### src/rtl/sprite_spawn.sv
// Per-sprite motion generator: on a start request, sweeps the horizontal and
// vertical offsets linearly from SRC to DST over STEP ticks, then parks at DST.
`timescale 1ns/1ps

module sprite_spawn_axis #(
  parameter int                    W    = 12,
  parameter int                    LOG2 = 5,
  parameter logic signed [W-1:0]   SRC  = '0,
  parameter logic signed [W-1:0]   DST  = '0
) (
  input  logic         clk,
  input  logic         rst_n,
  input  logic         load,
  input  logic         advance,
  output logic [W-1:0] offset
);

  // Two guard bits above W+LOG2 keep delta*k free of overflow for any k <= STEP.
  localparam int PW = W + LOG2 + 2;
  localparam logic signed [PW-1:0] SRC_X = {{(PW-W){SRC[W-1]}}, SRC};
  localparam logic signed [PW-1:0] DST_X = {{(PW-W){DST[W-1]}}, DST};
  localparam logic signed [PW-1:0] DELTA = DST_X - SRC_X;

  // acc_reg holds delta*k, built up one delta per tick instead of multiplying.
  logic signed [PW-1:0] acc_reg, acc_next;
  logic signed [PW-1:0] acc_step;
  logic signed [PW-1:0] scaled;
  logic        [W-1:0]  offset_reg, offset_next;

  always_comb begin
    acc_next    = acc_reg;
    offset_next = offset_reg;
    acc_step    = acc_reg + DELTA;
    scaled      = SRC_X + (acc_step >>> LOG2);
    if (load) begin
      acc_next    = '0;
      offset_next = SRC;
    end else if (advance) begin
      acc_next    = acc_step;
      offset_next = scaled[W-1:0];
    end
  end

  always_ff @(posedge clk or negedge rst_n) begin
    if (!rst_n) begin
      acc_reg    <= '0;
      offset_reg <= DST;
    end else begin
      acc_reg    <= acc_next;
      offset_reg <= offset_next;
    end
  end

  assign offset = offset_reg;

endmodule

module sprite_spawn #(
  parameter int                         HWIDTH = 12,
  parameter int                         VWIDTH = 12,
  parameter logic signed [HWIDTH-1:0]   HSRC   = '0,
  parameter logic signed [VWIDTH-1:0]   VSRC   = '0,
  parameter logic signed [HWIDTH-1:0]   HDST   = '0,
  parameter logic signed [VWIDTH-1:0]   VDST   = '0,
  parameter int                         STEP   = 32
) (
  input  logic              clk,
  input  logic              rst_n,
  input  logic              en,
  output logic [HWIDTH-1:0] hoffset,
  output logic [VWIDTH-1:0] voffset,
  output logic              active
);

  localparam int LOG2 = $clog2(STEP);
  localparam int KW   = LOG2 + 1;

  generate
    if (STEP < 2 || (STEP & (STEP - 1)) != 0) begin : g_bad_step
      $error("sprite_spawn: STEP must be a power of two and at least 2");
    end
  endgenerate

  typedef enum logic {S_IDLE, S_RUN} state_t;

  state_t          state_reg, state_next;
  logic [KW-1:0]   k_reg, k_next;
  logic            load;
  logic            advance;

  // The final tick (k == STEP) keeps active high and holds DST; the next edge parks.
  always_comb begin
    state_next = state_reg;
    k_next     = k_reg;
    load       = 1'b0;
    advance    = 1'b0;
    case (state_reg)
      S_IDLE: begin
        if (en) begin
          state_next = S_RUN;
          k_next     = '0;
          load       = 1'b1;
        end
      end
      S_RUN: begin
        if (k_reg == KW'(STEP)) begin
          state_next = S_IDLE;
          k_next     = '0;
        end else begin
          k_next  = k_reg + KW'(1);
          advance = 1'b1;
        end
      end
      default: begin
        state_next = S_IDLE;
        k_next     = '0;
      end
    endcase
  end

  always_ff @(posedge clk or negedge rst_n) begin
    if (!rst_n) begin
      state_reg <= S_IDLE;
      k_reg     <= '0;
    end else begin
      state_reg <= state_next;
      k_reg     <= k_next;
    end
  end

  assign active = (state_reg == S_RUN);

  sprite_spawn_axis #(
    .W(HWIDTH), .LOG2(LOG2), .SRC(HSRC), .DST(HDST)
  ) u_haxis (
    .clk(clk), .rst_n(rst_n), .load(load), .advance(advance), .offset(hoffset)
  );

  sprite_spawn_axis #(
    .W(VWIDTH), .LOG2(LOG2), .SRC(VSRC), .DST(VDST)
  ) u_vaxis (
    .clk(clk), .rst_n(rst_n), .load(load), .advance(advance), .offset(voffset)
  );

endmodule

### config.mk
export PLATFORM = sky130hd
export DESIGN_NAME = sprite_spawn
export DESIGN_NICKNAME = d
export VERILOG_FILES = /design/src/rtl/sprite_spawn.sv
export SDC_FILE = /design/constraint.sdc
export NUM_CORES = 1
export LEC_CHECK = 0
export BUFFER_PORTS_ARGS = -buffer_cell sky130_fd_sc_hd__buf_2
export CORE_UTILIZATION = 43
export DETAILED_ROUTE_END_ITERATION = 6
export PLACE_DENSITY = 0.74
export REMOVE_ABC_BUFFERS = 1
export SYNTH_ARGS = -nofsm -noshare
export SYNTH_HDL_FRONTEND = slang
export SYNTH_SLANG_ARGS = --single-unit
### constraint.sdc
create_clock -name clk -period 1.78 [get_ports clk]
set_input_delay 0.089 -clock clk [delete_from_list [all_inputs] [get_ports clk]]
set_output_delay 0.089 -clock clk [all_outputs]
set_load 0.01 [all_outputs]
==> run_results.csv, run 1 <==
group,metric,value,unit
outcome,status,"completed",
placement,placed_cell_area,505.5,um^2
timing,period_share,87.17,%
synth,ys_seq_area_share,30.70,%
cts,cts.htree.levels,1,
power_and_ir_drop,leakage,0.2797,nW
floorplan,die_w,38.43,um
synth,syn-mean-instance-area,8.645,um^2
cts,cts_made_buffers,3,
detailed_routing,viasPerCell,4.419,
detailed_routing,drc,0,
timing,worst_clock_skew,0.001717,ns
final_layout,drive_gt1_share,12.50,%
critical_path,crit_buf_inv,1,
synth,synth.area.mux_share,0,%
power_and_ir_drop,power_frac_comb,32.6,%
synth,synth_seq_cells,7,
cts,ctsResizeCount,0,
synth,synth_top_family_by_area,"buffers and inverters",
critical_path,r2r.worst_path.cells,5,
final_layout,area_delta_synth_final,-5.044,%
timing,finalHoldViolations,0,
synth,yosysWarnings,0,
detailed_routing,wl_per_cell,10.03,um
global_routing,grt_overflow,0,
critical_path,slowest_stage,"or4b_4",
synth,synth_compound_area_share,12.28,%
final_layout,nFillCells,126,
global_routing,grt_pass1_vias,313,
timing,hold_ws,0.04342,ns
critical_path,cp_top_family,"simple AND/OR/NAND/NOR gates",
final_layout,largest_reg_flops,6,
cts,cts.sinks,7,
critical_path,crit_fanout,4,
floorplan,core_area,1171,um^2
power_and_ir_drop,clockPowerShare,23.3,%
critical_path,cp-start-kind,"flop",
final_layout,nets,78,
cts,cts_setup_buffers,0,
final_layout,post-route-util,46.26,%
critical_path,path_class,"reg2reg",
placement,dp_slack,0.2460,ns
worst_hold_path,hold_depth,2,
cts,path_clk_slew,0.05,ns
synth,synth-xor-area-share,1.535,%
cts,ctsRootBufferMaster,"clkbuf_4",
timing,fmax,0.6445,GHz
floorplan,die_y,38.43,um
power_and_ir_drop,p_sw,246.9,uW
detailed_routing,totalWireLength,863,um
global_routing,grt_max_degree,12,
final_layout,antenna_cells,0,
cts,cts_max_path_buffers,2,
synth,synthSimpleGateAreaFrac,14.91,%
global_routing,antenna_found_initial,0,
synth,syn_inst,66,
power_and_ir_drop,seq_power_share,44.1,%
synth,synth.top_cell.area_share,31.58,%
detailed_routing,vias,380,
power_and_ir_drop,netSwitchingFraction,38.91,%
global_routing,grt_pass1_wl,1345,um
placement,dp.cells,81,
cts,cts_tree,"built",
critical_path,crit_chain,"inv_1 > ha_1 > or4b_4 > o21ai_2 > o311ai_1",
detailed_routing,ant_nets,0,
power_and_ir_drop,total_power,634.6,uW
floorplan,io_pins,28,
cts,clk_latency,0.26,ns
final_layout,finalNonFillerCells,86,
critical_path,path_depth,5,
final_layout,multi_input_area,279.0,um^2
timing,rsz0062_at_grt,"false",
power_and_ir_drop,intPower,387.7,uW
placement,portBuffers,3,
detailed_routing,drt_iter0_drc,10,
synth,synthTopCellsByArea,"buf_4 32%, dfrtp_1 31%, nand2_1 5.3%",
floorplan,start_util,48.72,%
power_and_ir_drop,ir_worst_vdd,0.5302,mV
critical_path,crit_required,1.91,ns
timing,fin_setup_tns,0,ns
synth,ys_types,22,
critical_path,slowest_delay,0.47,ns
timing,timing.final.ws_setup,0.2285,ns
placement,dpl.hpwl,671.7,um
detailed_routing,drtPass1Iterations,6,
timing,final_max_slew_viol_count,0,
timing,finalSetupViolations,0,
floorplan,die_area,1476,um^2
critical_path,end_kind,"flop",
run,cap_violations,0,
critical_path,critPathArrivalTime,1.68,ns
floorplan,rows,12,
placement,place.gp.congestion,0.8306,
timing,finalCriticalPeriod,1.552,ns
synth,synth.cell_area,570.5,um^2
synth,synthAdderAreaFrac,4.386,%
global_routing,track_usage,13.99,%
worst_hold_path,min_path_type,"in2reg",
final_layout,final_area,541.8,um^2
final_layout,regArea,175.2,um^2
power_and_ir_drop,power_density,1171,nW/um^2
synth,synth_top_area_cell,"buf_4",
==> power by group through the flow <==
stage | sequential [mW] | combinational [mW] | clock, mW
2_1_floorplan | 0.265 | 0.167 | 0
3_3_place_gp | 0.281 | 0.194 | 0
3_5_place_dp | 0.281 | 0.210 | 0
4_1_cts | 0.277 | 0.212 | 0.153
5_1_grt | 0.288 | 0.239 | 0.171
6_report | 0.280 | 0.207 | 0.148
==> final cells by class <==
type	instances	share of cell area (%)
multi-input combinational	52	51.50
sequential	7	32.33
clock buffer	4	4.850
timing repair buffer	4	4.619
inverter	5	3.464
tap	14	3.233
==> worst register-to-register path: cells and delay by family, from the launching register on <==
kind	cells	cell delay (ns)
AO/OA/AOI/OAI	2	0.34
adder cells (fa/ha/maj)	1	0.13
buffers and inverters	1	0.09
flip-flops	1	0.40
AND/OR/NAND/NOR	1	0.47
==> timing repair <==
| item | in CTS | in global routing |
|---|---|---|
| setup endpoints to repair | 0 | 0 |
| hold buffers | 1 | 0 |
| hold endpoints to repair | 7 | 0 |
==> synth_stat cells <==
| master | n |
|---|---|
| and3_1 | 2 |
| buf_4 | 24 |
| clkbuf_1 | 1 |
| conb_1 | 1 |
| dfrtp_1 | 7 |
| ha_1 | 2 |
| inv_1 | 5 |
| nand2_1 | 8 |
| nand3_1 | 1 |
| nand3b_1 | 1 |
| nand4_1 | 1 |
| nor2_1 | 1 |
| nor2b_1 | 1 |
| o2111ai_2 | 1 |
| o211ai_1 | 2 |
| o21ai_0 | 1 |
| o21ai_1 | 2 |
| o21ai_2 | 1 |
| o311ai_1 | 1 |
| o31ai_1 | 1 |
| or4b_4 | 1 |
| xor2_1 | 1 |
==> routing by layer <==
| layer | vias up | global-route usage [%] | share of wire (%) | wire length [um] |
|---|---|---|---|---|
| met5 | - | 0 | 0 | 0 |
| met4 | 0 | 7.759 | 0 | 0 |
| met3 | 0 | 6.977 | 8.9 | 77 |
| met2 | 20 | 20.76 | 50 | 432 |
| met1 | 181 | 16.19 | 41 | 352 |
| li1 | 179 | - | - | - |
==> worst paths after layout <==
path / start / endpoint / slack [ns]
worst max-delay path: k_reg[1] / k_reg[5] / 0.23
worst min-delay path: en / k_reg[1] / 0.04
worst max register to register: k_reg[1] / k_reg[5] / 0.23
worst min register to register: k_reg[5] / k_reg[5] / 0.55
max in group asynchronous: rst_n / k_reg[4] / 1.43
min in group asynchronous: rst_n / active / 0.19
==> cell usage in the layout (no fill, tap or decap) <==
cell,instances
and3_1,2
buf_2,3
clkbuf_1,1
clkbuf_4,3
conb_1,24
dfrtp_1,7
dlygate4sd3_1,1
ha_1,2
inv_1,5
nand2_1,8
nand3_1,1
nand3b_1,1
nand4_1,1
nor2_1,1
nor2b_1,1
o2111ai_2,1
o211ai_1,2
o21ai_0,1
o21ai_1,2
o21ai_2,1
o311ai_1,1
o31ai_1,1
or4b_4,1
xor2_1,1
==> cells by family after synthesis <==
logic type | Yosys count
buf+inv | 30
simple gates | 16
flops | 7
compound gates | 9
other cells | 1
fa+ha+maj | 2
xor+xnor | 1
Note: power is estimated with default switching activity, not from simulation.
==> run 2: changes to the inputs <==
clock period = 1.7 ns   (was 1.78 ns; I/O delays follow)
==> run_results.csv, run 2 (same netlist as run 1, synthesis figures left out) <==
group,metric,value,unit
timing,fin_setup_tns,0,ns
critical_path,slowest_stage,"or4b_4",
critical_path,reg2reg_to,"k_reg[5]",
final_layout,nFillCells,131,
timing,finalSetupViolations,0,
floorplan,io_pins,28,
critical_path,regToRegStartpoint,"k_reg[1]",
power_and_ir_drop,clockPowerShare,22.9,%
detailed_routing,wl_per_cell,10.39,um
worst_hold_path,hold_depth,2,
power_and_ir_drop,leakage,0.2849,nW
final_layout,drive_gt1_share,13.70,%
worst_hold_path,hold_end,"k_reg[1]",
critical_path,r2r.worst_path.cells,5,
detailed_routing,drc,0,
final_layout,regArea,175.2,um^2
power_and_ir_drop,p_sw,264.1,uW
cts,cts_tree,"built",
final_layout,multi_input_area,279.0,um^2
power_and_ir_drop,ir_worst_vdd,0.4098,mV
global_routing,grt_max_degree,12,
timing,final_max_slew_viol_count,0,
cts,clk_latency,0.25,ns
timing,worst_clock_skew,0.007350,ns
global_routing,track_usage,14.67,%
detailed_routing,totalWireLength,904,um
worst_hold_path,hp-start,"en",
final_layout,area_delta_synth_final,-3.728,%
floorplan,die_y,38.43,um
cts,cts.sinks,7,
timing,fmax,0.6427,GHz
global_routing,grt_pass1_vias,317,
timing,finalCriticalPeriod,1.556,ns
power_and_ir_drop,netSwitchingFraction,38.74,%
final_layout,antenna_cells,0,
critical_path,cp-start-kind,"flop",
final_layout,largest_reg_flops,6,
critical_path,r2r_slack,0.14,ns
final_layout,final_common_cell,"conb_1",
final_layout,nets,79,
outcome,status,"completed",
final_layout,finalNonFillerCells,87,
power_and_ir_drop,intPower,417.7,uW
floorplan,start_util,48.72,%
power_and_ir_drop,power_frac_comb,34.8,%
floorplan,die_area,1476,um^2
worst_hold_path,min_path_type,"in2reg",
global_routing,antenna_found_initial,0,
placement,place.gp.congestion,0.7966,
critical_path,end_kind,"flop",
timing,rsz0062_at_grt,"false",
critical_path,crit_required,1.82,ns
power_and_ir_drop,power_density,1241,nW/um^2
critical_path,critPathArrivalTime,1.68,ns
detailed_routing,ant_nets,0,
cts,cts_max_path_buffers,2,
cts,cts.htree.levels,1,
timing,period_share,91.53,%
timing,finalHoldViolations,0,
placement,portBuffers,3,
global_routing,grt_pass1_wl,1386,um
cts,cts_made_buffers,3,
detailed_routing,drt_iter0_drc,5,
final_layout,mostFrequentLayoutCells,"24 x conb_1, 8 x nand2_1, 7 x dfrtp_1, 5 x inv_1",
detailed_routing,drtPass1Iterations,4,
placement,dp.cells,82,
floorplan,rows,12,
critical_path,slowest_delay,0.48,ns
power_and_ir_drop,total_power,681.8,uW
floorplan,core_area,1171,um^2
detailed_routing,vias,376,
power_and_ir_drop,seq_power_share,42.3,%
floorplan,die_w,38.43,um
cts,cts_setup_buffers,0,
placement,dpl.hpwl,710.1,um
cts,ctsRootBufferMaster,"clkbuf_4",
global_routing,grt_overflow,0,
detailed_routing,viasPerCell,4.322,
critical_path,path_class,"reg2reg",
cts,path_clk_slew,0.06,ns
run,cap_violations,0,
critical_path,crit_chain,"inv_1 > ha_1 > or4b_4 > o21ai_2 > o311ai_1",
critical_path,crit_fanout,4,
-- run 2: changes by cell type in the layout (fill, tap and decap cells not counted), sizes merged --
cell	before	now
buf	3	4
-- run 2: timing repair --
item	CTS	global route
hold buffers	1	0
gates resized for setup	0	0
hold endpoints to repair	7	0
-- run 2: stage by stage --
| stage | utilization [%] | hold WS (ns) | setup slack (ns) | area (um^2) |
|---|---|---|---|---|
| finish | 46.90 | 0.02566 | 0.1440 | 549.3 |
| global route | 46.90 | 0.02995 | 0.04888 | 549.3 |
| CTS | 46.90 | 0.02229 | 0.1423 | 549.3 |
| detailed placement | 43.80 | -0.06572 | 0.1576 | 513.0 |
| global placement | 43.80 | -0.07515 | 0.2182 | 513.0 |
| floorplan | - | -0.2106 | 0.2707 | 473.0 |
-- run 2: layout make-up --
type / instances / share of cell area [%]
multi-input cells: 52 / 50.80
clock buffers: 4 / 4.784
inverters: 5 / 3.417
repair buffers: 5 / 5.923
well taps: 14 / 3.189
flip-flops and latches: 7 / 31.89
-- run 2: worst max-delay path by stage --
| stage | from | end | slack (ns) |
|---|---|---|---|
| floorplan | k_reg[0] | k_reg[5] | 0.27 |
| global route | k_reg[0] | k_reg[5] | 0.05 |
| finish | k_reg[1] | k_reg[5] | 0.14 |
| CTS | k_reg[1] | k_reg[5] | 0.14 |
| detailed placement | k_reg[0] | k_reg[5] | 0.16 |
| global placement | k_reg[0] | k_reg[5] | 0.22 |
-- run 2: metal layers --
metal  vias up  wire length, um  track usage (%)  part of all wire (%)
li1        182                -                -                     -
met1       172              378            16.37                    42
met2        20              445            22.88                    49
met3         2               68            5.233                   7.5
met4         0               10            10.34                   1.1
met5         -                0                0                     0
-- run 2: worst max-delay path, delay by kind of cell, from the launching register on --
kind	cells	cell delay, ns
AND/OR/NAND/NOR	1	0.48
flip-flops	1	0.40
AO/OA/AOI/OAI	2	0.31
adder cells (fa/ha/maj)	1	0.15
buffers and inverters	1	0.08
-- run 2: power by group through the flow --
stage	clock network (mW)	logic, mW	registers (mW)
after floorplan	0	0.175	0.277
after global placement	0	0.223	0.287
after detailed placement	0	0.239	0.288
after CTS	0.161	0.239	0.288
after global routing	0.179	0.266	0.298
final	0.156	0.237	0.289
==> run 3: changes to the inputs <==
CORE_AREA = 2 2 39 41   (was default)
CORE_UTILIZATION = default   (was 43)
DIE_AREA = 0 0 41 43   (was default)
PLACE_DENSITY = 0.73   (was 0.74)
clock period = 2 ns   (was 1.7 ns; I/O delays follow)
==> run_results.csv, run 3 (same netlist as run 1, synthesis figures left out) <==
group,metric,value,unit
placement,dpl.hpwl,670.2,um
critical_path,cp-start-kind,"flop",
final_layout,post-route-util,39.33,%
critical_path,r2r_slack,0.47,ns
power_and_ir_drop,leakage,0.2797,nW
worst_hold_path,hold_end,"k_reg[1]",
critical_path,path_class,"reg2reg",
critical_path,slowest_delay,0.47,ns
timing,rsz0062_at_grt,"false",
cts,path_clk_slew,0.05,ns
timing,finalSetupViolations,0,
cts,cts_tree,"built",
floorplan,die_area,1763,um^2
detailed_routing,vias,361,
critical_path,crit_fanout,4,
final_layout,final_common_cell,"conb_1",
outcome,status,"completed",
timing,finalCriticalPeriod,1.529,ns
global_routing,grt_max_degree,12,
final_layout,largest_reg_flops,6,
detailed_routing,ant_nets,0,
timing,worst_clock_skew,0.003095,ns
critical_path,critPathArrivalTime,1.66,ns
cts,cts_made_buffers,3,
timing,fin_setup_tns,0,ns
timing,fmax,0.6541,GHz
global_routing,track_usage,12.18,%
run,cap_violations,0,
cts,hold_buffers,1,
timing,finalHoldViolations,0,
timing,final_max_slew_viol_count,0,
global_routing,grt_pass1_wl,1373,um
final_layout,area_delta_synth_final,-4.605,%
critical_path,crit_required,2.13,ns
cts,clk_latency,0.26,ns
detailed_routing,drtPass1Iterations,3,
worst_hold_path,hp-start,"en",
detailed_routing,wl_per_cell,9.398,um
critical_path,end_kind,"flop",
floorplan,io_pins,28,
floorplan,die_y,43,um
detailed_routing,viasPerCell,4.102,
power_and_ir_drop,power_density,1026,nW/um^2
cts,cts_setup_buffers,0,
critical_path,crit_chain,"inv_1 > ha_1 > or4b_4 > o21ai_2 > o311ai_1",
floorplan,die_w,41,um
timing,hold_ws,0.05487,ns
worst_hold_path,min_path_type,"in2reg",
critical_path,regToRegStartpoint,"k_reg[1]",
global_routing,antenna_found_initial,0,
cts,cts_max_path_buffers,2,
cts,ctsRootBufferMaster,"clkbuf_4",
power_and_ir_drop,ir_worst_vdd,0.4894,mV
detailed_routing,drc,0,
critical_path,reg2reg_to,"k_reg[5]",
cts,ctsResizeCount,0,
detailed_routing,totalWireLength,827,um
cts,cts.htree.levels,1,
cts,cts.sinks,7,
detailed_routing,drt_iter0_drc,11,
global_routing,grt_pass1_vias,314,
floorplan,core_area,1384,um^2
final_layout,nets,78,
final_layout,antenna_cells,0,
final_layout,mostFrequentLayoutCells,"24 x conb_1, 8 x nand2_1, 7 x dfrtp_1, 5 x inv_1",
worst_hold_path,hold_depth,2,
critical_path,r2r.worst_path.cells,5,
floorplan,rows,14,
global_routing,grt_overflow,0,
timing,period_share,76.44,%
floorplan,start_util,41.23,%
critical_path,slowest_stage,"or4b_4",
placement,place.gp.congestion,0.7851,
placement,portBuffers,3,
final_layout,drive_gt1_share,12.50,%
==> run 3: cell count changes in the layout (fill, tap and decap cells not counted), sizes merged <==
| cell | before | now |
|---|---|---|
| buf | 4 | 3 |
==> run 3: stage by stage <==
| step | instance area [um^2] | power (mW) | std cells | setup WS, ns |
|---|---|---|---|---|
| 6_report | 544.3 | 0.5587 | 88 | 0.4711 |
| 3_5_place_dp | 508.0 | 0.4290 | 83 | 0.4685 |
| 5_1_grt | 544.3 | 0.6187 | 88 | 0.4022 |
| 3_3_place_gp | 508.0 | 0.4175 | 83 | 0.4968 |
| 2_1_floorplan | 473.0 | 0.3842 | 64 | 0.5707 |
| 4_1_cts | 544.3 | 0.5642 | 88 | 0.4621 |
==> run 3: how the worst max path moves through the flow <==
stage                        start  endpoint  cells after the start
final                     k_reg[1]  k_reg[5]                      5
after global routing      k_reg[1]  k_reg[5]                      5
after CTS                 k_reg[1]  k_reg[5]                      5
after detailed placement  k_reg[1]  k_reg[5]                      5
after global placement    k_reg[0]  k_reg[5]                      5
after floorplan           k_reg[0]  k_reg[5]                      5
==> run 3: layout make-up <==
class                           instances  area [um^2]
Inverter                                5        18.77
Sequential cell                         7        175.2
Tap cell                               16        20.02
Clock buffer                            4        26.28
Fill cell                             151        839.6
Multi-Input combinational cell         52        279.0
Timing Repair Buffer                    4        25.02
==> run 3: metal layers <==
metal	GRT usage [%]	share of wire (%)	vias to the layer above
met5	0	0	-
met4	10.67	3.7	0
met3	3.141	6.2	4
met2	15.63	51	14
met1	16.00	39	162
li1	-	-	181
==> run 3: worst max-delay path: cells and delay by family, from the launching register on <==
family / cells / cell delay, ns
flops: 1 / 0.39
simple gates: 1 / 0.47
compound gates: 2 / 0.31
fa+ha+maj: 1 / 0.13
buf+inv: 1 / 0.09
==> run 3: power breakdown <==
part	internal (mW)	switching, mW	leakage, nW
Sequential	0.188	0.0571	0.0861
Combinational	0.0798	0.100	0.179
Clock	0.0764	0.0570	0.0150
